==> src/rtl/piso_tx_scheduler.sv <==
// piso_tx_scheduler: two-requester round-robin front end for a single
// parallel-in/serial-out shift path. Words are shifted out MSB-first.
// Optional feature: define PISO_TX_PARITY_EN to append an even-parity bit
// after each word (frame length WIDTH+1 instead of WIDTH).
module piso_tx_scheduler #(
  parameter int WIDTH = 3
) (
  input  logic             CLK,
  input  logic             RST_N,
  input  logic             REQ0,
  input  logic [WIDTH-1:0] D0,
  input  logic             REQ1,
  input  logic [WIDTH-1:0] D1,
  output logic             ACK0,
  output logic             ACK1,
  output logic             GNT,
  output logic             SOUT,
  output logic             SVALID,
  output logic             SFIRST,
  output logic             BUSY
);

  localparam int CW = (WIDTH > 1) ? $clog2(WIDTH) : 1;
  localparam logic [CW-1:0] CNT_MAX = CW'(WIDTH - 1);

  typedef enum logic [1:0] {
    S_IDLE  = 2'd0,
    S_SHIFT = 2'd1
`ifdef PISO_TX_PARITY_EN
    ,
    S_PAR   = 2'd2
`endif
  } state_t;

  state_t           r_state;
  logic [WIDTH-1:0] r_sreg;
  logic [CW-1:0]    r_cnt;
  logic             r_ptr;
  logic             r_gnt;
  logic             r_ack0;
  logic             r_ack1;
  logic             r_sout;
  logic             r_svalid;
  logic             r_sfirst;
  logic             r_busy;

  state_t           w_state_n;
  logic [WIDTH-1:0] w_sreg_n;
  logic [CW-1:0]    w_cnt_n;
  logic             w_ptr_n;
  logic             w_gnt_n;
  logic             w_ack0_n;
  logic             w_ack1_n;
  logic             w_sout_n;
  logic             w_svalid_n;
  logic             w_sfirst_n;
  logic             w_busy_n;
  logic             w_accept;
  logic             w_any;
  logic             w_g;
  logic [WIDTH-1:0] w_word;

`ifdef PISO_TX_PARITY_EN
  logic             r_par;
  logic             w_par_n;
`endif

  // Arbitration: a lone requester wins outright; on contention the pointer decides.
  always_comb begin
    w_any  = REQ0 | REQ1;
    w_g    = (REQ0 & REQ1) ? r_ptr : REQ1;
    w_word = w_g ? D1 : D0;
  end

  // Next-state and next-output logic; every output is registered from these values.
  always_comb begin
    w_state_n  = r_state;
    w_sreg_n   = r_sreg;
    w_cnt_n    = r_cnt;
    w_ptr_n    = r_ptr;
    w_gnt_n    = r_gnt;
    w_ack0_n   = 1'b0;
    w_ack1_n   = 1'b0;
    w_sout_n   = 1'b0;
    w_svalid_n = 1'b0;
    w_sfirst_n = 1'b0;
    w_busy_n   = 1'b0;
    w_accept   = 1'b0;
`ifdef PISO_TX_PARITY_EN
    w_par_n    = r_par;
`endif

    case (r_state)
      S_IDLE: begin
        w_accept = 1'b1;
      end
      S_SHIFT: begin
        w_sreg_n = r_sreg << 1;
        if (r_cnt != '0) begin
          w_cnt_n    = r_cnt - 1'b1;
          w_sout_n   = r_sreg[WIDTH-2];
          w_svalid_n = 1'b1;
          w_busy_n   = 1'b1;
        end else begin
`ifdef PISO_TX_PARITY_EN
          // LSB is on the line now; the parity bit follows in its own cycle.
          w_state_n  = S_PAR;
          w_sout_n   = r_par;
          w_svalid_n = 1'b1;
          w_busy_n   = 1'b1;
`else
          // LSB is on the line now; this edge may load the next word back-to-back.
          w_state_n  = S_IDLE;
          w_accept   = 1'b1;
`endif
        end
      end
`ifdef PISO_TX_PARITY_EN
      S_PAR: begin
        w_state_n = S_IDLE;
        w_accept  = 1'b1;
      end
`endif
      default: begin
        w_state_n = S_IDLE;
      end
    endcase

    if (w_accept && w_any) begin
      w_state_n  = S_SHIFT;
      w_sreg_n   = w_word;
      w_cnt_n    = CNT_MAX;
      w_gnt_n    = w_g;
      // Pointer always favours the requester that just lost or did not ask.
      w_ptr_n    = ~w_g;
      w_ack0_n   = ~w_g;
      w_ack1_n   = w_g;
      w_sout_n   = w_word[WIDTH-1];
      w_svalid_n = 1'b1;
      w_sfirst_n = 1'b1;
      w_busy_n   = 1'b1;
`ifdef PISO_TX_PARITY_EN
      w_par_n    = ^w_word;
`endif
    end
  end

  // State and output registers with synchronous active-low reset.
  always_ff @(posedge CLK) begin
    if (!RST_N) begin
      r_state  <= S_IDLE;
      r_sreg   <= '0;
      r_cnt    <= '0;
      r_ptr    <= 1'b0;
      r_gnt    <= 1'b0;
      r_ack0   <= 1'b0;
      r_ack1   <= 1'b0;
      r_sout   <= 1'b0;
      r_svalid <= 1'b0;
      r_sfirst <= 1'b0;
      r_busy   <= 1'b0;
    end else begin
      r_state  <= w_state_n;
      r_sreg   <= w_sreg_n;
      r_cnt    <= w_cnt_n;
      r_ptr    <= w_ptr_n;
      r_gnt    <= w_gnt_n;
      r_ack0   <= w_ack0_n;
      r_ack1   <= w_ack1_n;
      r_sout   <= w_sout_n;
      r_svalid <= w_svalid_n;
      r_sfirst <= w_sfirst_n;
      r_busy   <= w_busy_n;
    end
  end

`ifdef PISO_TX_PARITY_EN
  // Parity of the word in flight, captured when the word is loaded.
  always_ff @(posedge CLK) begin
    if (!RST_N) begin
      r_par <= 1'b0;
    end else begin
      r_par <= w_par_n;
    end
  end
`endif

  assign ACK0   = r_ack0;
  assign ACK1   = r_ack1;
  assign GNT    = r_gnt;
  assign SOUT   = r_sout;
  assign SVALID = r_svalid;
  assign SFIRST = r_sfirst;
  assign BUSY   = r_busy;

endmodule

==> config.mk <==
export PLATFORM = sky130hd
export DESIGN_NAME = piso_tx_scheduler
export DESIGN_NICKNAME = d
export VERILOG_FILES = /design/src/rtl/piso_tx_scheduler.sv
export SDC_FILE = /design/constraint.sdc
export NUM_CORES = 1
export LEC_CHECK = 0
export BUFFER_PORTS_ARGS = -buffer_cell sky130_fd_sc_hd__buf_2
export CAP_MARGIN = 10
export CORE_AREA = 3 3 40 42
export DETAILED_ROUTE_END_ITERATION = 10
export DIE_AREA = 0 0 43 45
export SYNTH_ARGS = -nofsm -noshare
export SYNTH_HDL_FRONTEND = slang
export SYNTH_SLANG_ARGS = --single-unit
==> constraint.sdc <==
create_clock -name CLK -period 1.7 [get_ports CLK]
set_clock_uncertainty 0.2 [all_clocks]
set_input_delay 0.17 -clock CLK [delete_from_list [all_inputs] [get_ports CLK]]
set_output_delay 0.17 -clock CLK [all_outputs]
set_load 0.005 [all_outputs]
==> flow_results.org, run 1 <==
** Die
- Floorplan die area :: 1940 um2
- Num ports :: 17
- After floorplanning, the core was sized to cover 1280 um2.
- In this run the core area contains 13 standard-cell rows.
- The die is 43 um wide.
- The initial utilization of the core area, before any placement, comes to 38.6%.
- The die is ~45 um tall.

** Critical path
- The setup check on the worst reg-to-reg path leaves a slack of 0.32 ns.
- The signal on the critical path passes through o21ai_2 > a21boi_0 > o21a_1.
- Among all stages on the critical path, the largest delay is contributed by sky130_fd_sc_hd__o21ai_2.
- In this design, the stage delay of the slowest critical-path cell is around 0.40 ns.
- Critical Path Fanout Max :: 12
- The critical path in this run is classified as flop to flop.
- CP required :: roughly 1.7 ns
- The worst setup path is captured at a flop.
- STA puts the critical path data arrival time at 1.34 ns.
- Worst Setup Start Kind :: flop

** Yosys
- Yosys mapped a number of flops with a built-in enable equal to 0.
- Counting every instance in the synthesized netlist gives 53.
- Primary flip-flop cell chosen by synthesis mapping :: sky130_fd_sc_hd__dfxtp_1
- Post-synth ARST share :: 0%
- Top cell type's share of synthesized area :: 48.5%
- Summed over all instances, the cell type with the most area after synthesis is sky130_fd_sc_hd__dfxtp_1.
- After synthesis the cells add up to about 500 um2.
- Sequential area share after synthesis :: 48.5%
- Mean Syn Cell Area :: 9.35 um2
- Synth Net Count :: 63
- The Yosys step of the flow raised 0 warnings.
- Among all cell types in the netlist, the one instantiated most often is sky130_fd_sc_hd__dfxtp_1.
- In this run, distinct cell masters in the synthesized netlist total 24.
- After synthesis, the cell types taking the most area are sky130_fd_sc_hd__dfxtp_1, sky130_fd_sc_hd__nand4_1, sky130_fd_sc_hd__a21oi_1.
- Counting instances in the post-synthesis netlist gives the leading cell types as sky130_fd_sc_hd__dfxtp_1, sky130_fd_sc_hd__nand4_1, sky130_fd_sc_hd__a21oi_1.
- After synthesis the netlist holds a flip-flop and latch count of 12.

** Global routing
- In the global route stage, met2 resource usage came out at 19.8%.
- The initial antenna violation count came to 0.
- For met1 alone, demand over resource in global routing was 15.5%.
- Across every metal layer, demand over resource in global routing totals between 10% and 20%.
- Global routing used 4.78% of the available met3 tracks.
- Number of global-route vias before repair :: around 430
- The layer flagged by global routing as most heavily used is met2.
- Maximum number of pins on one net before global-route repair :: 13
- Summed over all layers, the global routing overflow is 0.
- First-pass GRT wire length :: 1860 um

** Timing
- Tightest slew margin relative to the limit :: about 70%
- Setup violations remaining at the end of the flow were counted as 0.
- Worst slew pin tran :: around 0.45 ns
- The number of max-slew violations in the final report was 0.
- Hold Violations, Final :: 0
- Setup TNS Final :: 0 ns
- Counting I/O delays and the setup requirement, the final critical path takes 1.38 ns.
- Highest achievable clock rate :: 0.723 GHz
- The final critical path takes up 81.3% of the cycle.
- Setup repair after global routing left no endpoint under its margin.

** Clocking
- H-tree levels :: 1
- CTS placed an instance of sky130_fd_sc_hd__clkbuf_4 at the clock tree root.
- Max Root-Sink Buffers :: 2
- TritonCTS Buffers :: 3
- The number of setup buffers added after CTS is 0.
- For this design, the sink count on the clock tree is 12.
- TritonCTS built the clock tree.
- Clock slew seen by the registers of the worst setup and hold paths :: 0.07 ns
- Clk_lat worst skew :: 0.26 ns

** Pwr
- Leak :: 0.285 nW
- Power density over the cells :: about 890 nW/um2
- Across the VDD grid, the largest voltage drop is 0.000478 V.

** Drt
- The detail route stage leaves a number of antenna-violating nets equal to 0.
- In the routed design, unresolved DRC markers number 0.
- In the routed layout, each cell is associated on average with a via count of slightly above 5.
- Length of the first detailed-routing pass in iterations :: 4
- The final layout contains routed wiring with a total length of roughly 1000 um.
- Initial drt markers :: 9
- Summing over every cut layer, the via total after detailed routing is 465.
- Average wire per cell in the routed design :: 11.4 um

** Place
- Input and output buffers added on the ports amount to 16.
- Placer Congestion :: 0.759
- Placed wire-length estimate :: just over 700 um
- Post-place instance area :: 564 um2

** Finish
- Cells with a size suffix above 1 make up 29.3% of the layout.
- At the end of the flow, the number of nets in the layout was 87.
- 0 antenna diodes ended up in the layout.
- From synthesis to final layout, the design area changed by 30.6%.
- Design area :: approximately 650 um2
- After filler insertion, the fill cell instance count of the layout stands at 140.

** Status
- The run finished with clean final reports.

** Flow run
- Number of maximum-capacitance constraint violations :: 0

** Hold path
- Hold/Removal Path Class :: input port to flop
==> worst max-delay path, delay by kind of cell (launching register included) <==
kind | cells | cell delay (ns)
flops | 1 | 0.34
compound gates | 3 | 0.74
==> worst paths after layout <==
kind	start	end	cells after the start
hold reg to reg	r_sreg[1]	SOUT	2
setup / recovery	r_cnt[1]	GNT	3
setup reg to reg	r_cnt[1]	GNT	3
hold / removal	D1[2]	SOUT	3
==> flip-flops by register name, indices dropped and copies added (netlist names) <==
name / cells
SFIRST: 1
ACK0: 1
SOUT: 1
GNT: 1
r_ptr: 1
ACK1: 1
r_cnt: 2
BUSY: 1
r_state: 1
r_sreg: 2
==> report_power, final <==
group          internal (mW)  switching [mW]  total, mW
clock network         0.0818          0.0824      0.164
logic                 0.0480          0.0462     0.0941
registers              0.303          0.0129      0.316
==> routing by layer <==
layer | part of all wire (%) | up-vias | routed length (um)
met3 | 6.9 | 2 | 71
li1 | - | 241 | -
met4 | 0.88 | 0 | 9
met1 | 48 | 205 | 490
met2 | 44 | 17 | 457
met5 | 0 | - | 0
==> cells in the final DEF, fill, tap and decap left out, types with 2 or more instances in the layout <==
cell type | synthesis | layout
sky130_fd_sc_hd__o21ai_1 | 2 | 2
sky130_fd_sc_hd__a21oi_1 | 5 | 5
sky130_fd_sc_hd__dfxtp_1 | 12 | 12
sky130_fd_sc_hd__dlygate4sd3_1 | 0 | 6
sky130_fd_sc_hd__nand2_1 | 2 | 2
sky130_fd_sc_hd__nand3_1 | 2 | 2
sky130_fd_sc_hd__inv_1 | 2 | 2
sky130_fd_sc_hd__a31oi_1 | 3 | 3
sky130_fd_sc_hd__nor2_1 | 2 | 2
sky130_fd_sc_hd__o21a_1 | 2 | 2
sky130_fd_sc_hd__nand4_1 | 6 | 6
sky130_fd_sc_hd__buf_2 | 0 | 16
sky130_fd_sc_hd__clkbuf_4 | 0 | 3
==> what timing repair did <==
item                                    4_1_cts  5_1_grt
hold buffers                                  6        0
resized for setup                             0        0
endpoints found under the setup margin        0        0
hold endpoints to repair                      5        0
==> cell families after synthesis <==
group           synth area share, %
buf+inv                        7.58
flops                          48.5
compound gates                 21.5
simple gates                   22.5
==> through the flow <==
| stage | worst slack (ns) | total power [mW] | hold WS, ns | util, % | cells |
|---|---|---|---|---|---|
| final | 0.318 | 0.575 | 0.0191 | 50.3 | 90 |
| after CTS | 0.322 | 0.584 | 0.00464 | 50.3 | 90 |
| after global routing | 0.252 | 0.607 | 0.0237 | 50.3 | 90 |
| after global placement | 0.356 | 0.405 | 0.262 | 43.9 | 81 |
| after detailed placement | 0.330 | 0.406 | 0.263 | 43.9 | 81 |
| after floorplan | 0.498 | 0.379 | 0.0876 | - | 53 |
==> layout make-up <==
cell class | instances | area (um2) | share of cell area (%)
Tap cell | 15 | 18.8 | 2.90
Inverter | 2 | 7.51 | 1.16
Multi-Input combinational cell | 36 | 218 | 33.7
Clock buffer | 3 | 22.5 | 3.48
Sequential cell | 12 | 240 | 37.1
Timing Repair Buffer | 22 | 140 | 21.7
Note: power is estimated with default switching activity, not from simulation.
==> run 2: changes to the inputs <==
- ABC_AREA: unset -> 1
- PLACE_DENSITY: unset -> 0.66
- clock period: 1.7 -> 1.2 ns (I/O delays scaled with it)
==> flow_results.org, run 2 <==
** Status
- Result of the run :: finished, violations left
- The checks that failed: negative setup slack.

** Finish
- Commonest cells after routing, fill and taps aside :: sky130_fd_sc_hd__buf_2, sky130_fd_sc_hd__nand2_1, sky130_fd_sc_hd__dfxtp_1
- The finished layout holds roughly 110 standard cells, fillers aside.
- Area occupied by multi-input gates :: around 240 um2
- ANT cells :: 0
- Most common library cell in the layout ignoring fill and taps :: sky130_fd_sc_hd__buf_2
- For this run, the post-layout net count is 104.
- The layout has 119 filler cells.
- Area used by sequential logic in the layout :: about 240 um2
- Design area :: 748 um2
- Area growth from synthesis to layout :: 47.7%
- In the final layout, the share of cells above drive strength 1 is 48.4%.
- Once layout is complete, the utilization of the core stands at 58.2%.
- The largest registers in the layout are r_cnt x2, r_sreg x2.

** Timing
- In this run the tightest slew margin relative to its limit is 85.3%.
- The count of final hold-check violations was 0.
- Across all setup checks in the final design, the least slack found is -0.0161 ns.
- Setup-violating endpoint count in the final report :: 1
- In the final timing run, aggregate negative setup slack is -0.0161 ns.
- RSZ-0062 raised after global routing :: true
- Timing would allow up to 0.822 GHz.
- The number of max-slew violations in the final report was 0.
- At the pin with the least slew margin, the transition time is about 0.22 ns.
- Ratio of final minimum period to clock period :: 101%
- Minimum clock period :: 1.22 ns
- On the final layout, the worst hold slack is 0.0120 ns.

** Clocking
- Max Root-Sink Buffers :: 2
- CTS built an H-tree with a depth of 1.
- The clock drives 12 sinks.
- TritonCTS clock tree :: done
- In this run, CTS created clock tree buffers numbering 3.
- Clk_lat worst skew :: 0.27 ns
- Clock slew seen by the registers of the worst setup and hold paths :: 0.07 ns
- The cell sitting at the root of the clock tree is a sky130_fd_sc_hd__clkbuf_4.

** Pwr
- Of the total power, combinational logic draws around a fifth.
- Overall Power :: ~0.97 mW
- Summed over all cells, the static leakage comes to slightly below 0.4 nW.
- Power density over the cells :: 1290 nW/um2
- In this run, the clock network consumes 32.6% of the power.
- Switching part of the total power :: 26.4%
- Fraction of power consumed by sequential logic :: 46.9%
- Total internal power :: 0.713 mW
- Net load switching power :: 0.256 mW
- IR drop worst, VDD :: 0.000894 V

** Die
- Measured along the y axis, the die boundary spans roughly 45 um.
- The die covers 1940 um2.
- Once the floorplan was initialized, standard cells occupied 39.4% of the core.
- After floorplanning, the core was divided into 13 placement rows.
- In this run the horizontal extent of the chip is 43 um.
- Num ports :: 17
- The core region is approximately 1300 um2.

** Critical path
- The critical path in this run is classified as flop to flop.
- STA puts the critical path data required time at 1.16 ns.
- Cell chain of the critical path :: o21ai_4 > nand2_4 > nand2_2 > nand2_2 > nor2_2 > nor2_1
- Kind of cell adding the most delay to the critical path :: flip-flops
- Critical-path top delay cell :: sky130_fd_sc_hd__dfxtp_2
- STA classifies the critical path startpoint as a flop.
- Worst Path Buf+Inv :: 0
- Setup crit end kind :: flop
- Critical Path AT :: 1.18 ns
- Most frequent cell on the critical path :: sky130_fd_sc_hd__nand2_2
- The largest single stage delay on the critical path is 0.34 ns.
- Critical Path Fanout Max :: 5

** Yosys
- Synth Net Count :: 74
- The synthesized design contains 12 register bits.
- Post-synth top area cell :: sky130_fd_sc_hd__dfxtp_1
- Yosys printed 0 warnings.
- For this run, the leading register cell type out of synthesis is sky130_fd_sc_hd__dfxtp_1.
- The most common cell in the synthesized netlist is sky130_fd_sc_hd__nand2_1.
- For this run, asynchronously set or reset flops after synthesis account for 0%.
- Post-synthesis cell count :: 64
- In the synthesized netlist, the cells that appear most often are sky130_fd_sc_hd__nand2_1, sky130_fd_sc_hd__dfxtp_1, sky130_fd_sc_hd__inv_1.
- Synth top area cells :: sky130_fd_sc_hd__dfxtp_1, sky130_fd_sc_hd__nand2_1, sky130_fd_sc_hd__inv_1
- In this run, synthesis inferred 0 flip-flops with an integrated enable.
- After synthesis, the netlist uses 19 different library cells.
- Sequential area share after synthesis :: 47.4%
- After synthesis, the mean cell area works out to 7.92 um2.
- Top cell type's share of synthesized area :: 47.4%
- The mapped netlist covers 507 um2.

** Drt
- Routed via count :: 495
- Initial drt markers :: 16
- Average wire per cell in the routed design :: ~11 um
- The first detailed-routing pass ran for 4 iterations.
- Via density per instance :: 4.58
- In this run the remaining antenna-violating nets after routing total 0.
- For this run, design rule violations remaining after detail routing come to 0.
- Detailed-route wire length :: 1220 um

** Global routing
- Initial antenna violation count :: 0
- The first global-routing pass estimated 1790 um of wire.
- The number of global-route vias before repair is 428.
- GRT Residual Overflow :: 0
- Maximum number of pins on one net before global-route repair :: 8
- For this run, the total global-route usage over all layers was measured as approximately an eighth.

** Place
- OpenSTA, run right after detailed placement, puts the worst setup slack at -0.0339 ns.
- # port buffers :: 16
- Dpl cells :: 96
- Post-place instance area :: 613 um2
- At the end of routability-driven placement, the weighted congestion stood at 0.757.
- Placed wire-length estimate :: 794 um

** Flow run
- Across the run, the number of max-cap violations was 0.

** Hold path
- Hold/Removal Path Class :: input port to flop
## run 2: cell count changes in the layout (fill, tap and decap cells not counted), moves of 3 or more
cell,before,now
sky130_fd_sc_hd__a31oi_1,3,0
sky130_fd_sc_hd__buf_4,0,5
sky130_fd_sc_hd__dfxtp_1,12,9
sky130_fd_sc_hd__dfxtp_2,0,3
sky130_fd_sc_hd__inv_1,2,8
sky130_fd_sc_hd__nand2_1,2,12
sky130_fd_sc_hd__nand2_2,0,5
sky130_fd_sc_hd__nand4_1,6,0
## run 2: worst register-to-register path, stage by stage (launching register included)
cell and delay, ns:
sky130_fd_sc_hd__dfxtp_2 0.34, sky130_fd_sc_hd__o21ai_4 0.23, sky130_fd_sc_hd__nand2_4 0.10, sky130_fd_sc_hd__nand2_2 0.07, sky130_fd_sc_hd__nand2_2 0.04, sky130_fd_sc_hd__nor2_2 0.09, sky130_fd_sc_hd__nor2_1 0.04
## run 2: area by class of cell
type	instances	share of cell area, %
flip-flops and latches	12	32.6
multi-input cells	41	32.6
repair buffers	26	22.4
inverters	10	5.02
clock buffers	4	4.85
well taps	15	2.51
## run 2: metal layers
metal,GRT usage (%),vias to the layer above,wire [um]
li1,-,257,-
met1,15.8,213,551
met2,20.7,21,554
met3,3.59,4,92
met4,9.04,0,21
met5,0,-,0
## run 2: power by group through the flow
stage          combinational [mW]  clock (mW)  sequential, mW
5_1_grt                     0.216       0.360           0.458
4_1_cts                     0.170       0.328           0.452
6_report                    0.198       0.316           0.454
3_5_place_dp                0.155           0           0.460
3_3_place_gp                0.154           0           0.459
2_1_floorplan              0.0967           0           0.460
## run 2: final timing paths
check	start	to	slack, ns	cells past startpoint
worst max register to register	r_cnt[1]	r_sreg[1]	-0.02	6
worst max-delay path	r_cnt[1]	r_sreg[1]	-0.02	6
worst min register to register	GNT	GNT	0.28	2
worst min-delay path	D0[2]	SOUT	0.01	5
## run 2: cell families (layout without fill, tap and decap cells)
| family | count (synthesis) | after routing | synth area share, % |
|---|---|---|---|
| compound gates | 10 | 10 | 13.8 |
| buf+inv | 11 | 40 | 8.89 |
| flops | 12 | 12 | 47.4 |
| simple gates | 31 | 31 | 29.9 |
## run 2: what timing repair did
| action | 4_1_cts | 5_1_grt |
|---|---|---|
| hold buffers | 4 | 1 |
| buffers inserted | 1 | 2 |
| pin swaps | 1 | 6 |
| resized for setup | 2 | 8 |
| endpoints found under the setup margin | 5 | 7 |
| hold endpoints to repair | 8 | 1 |
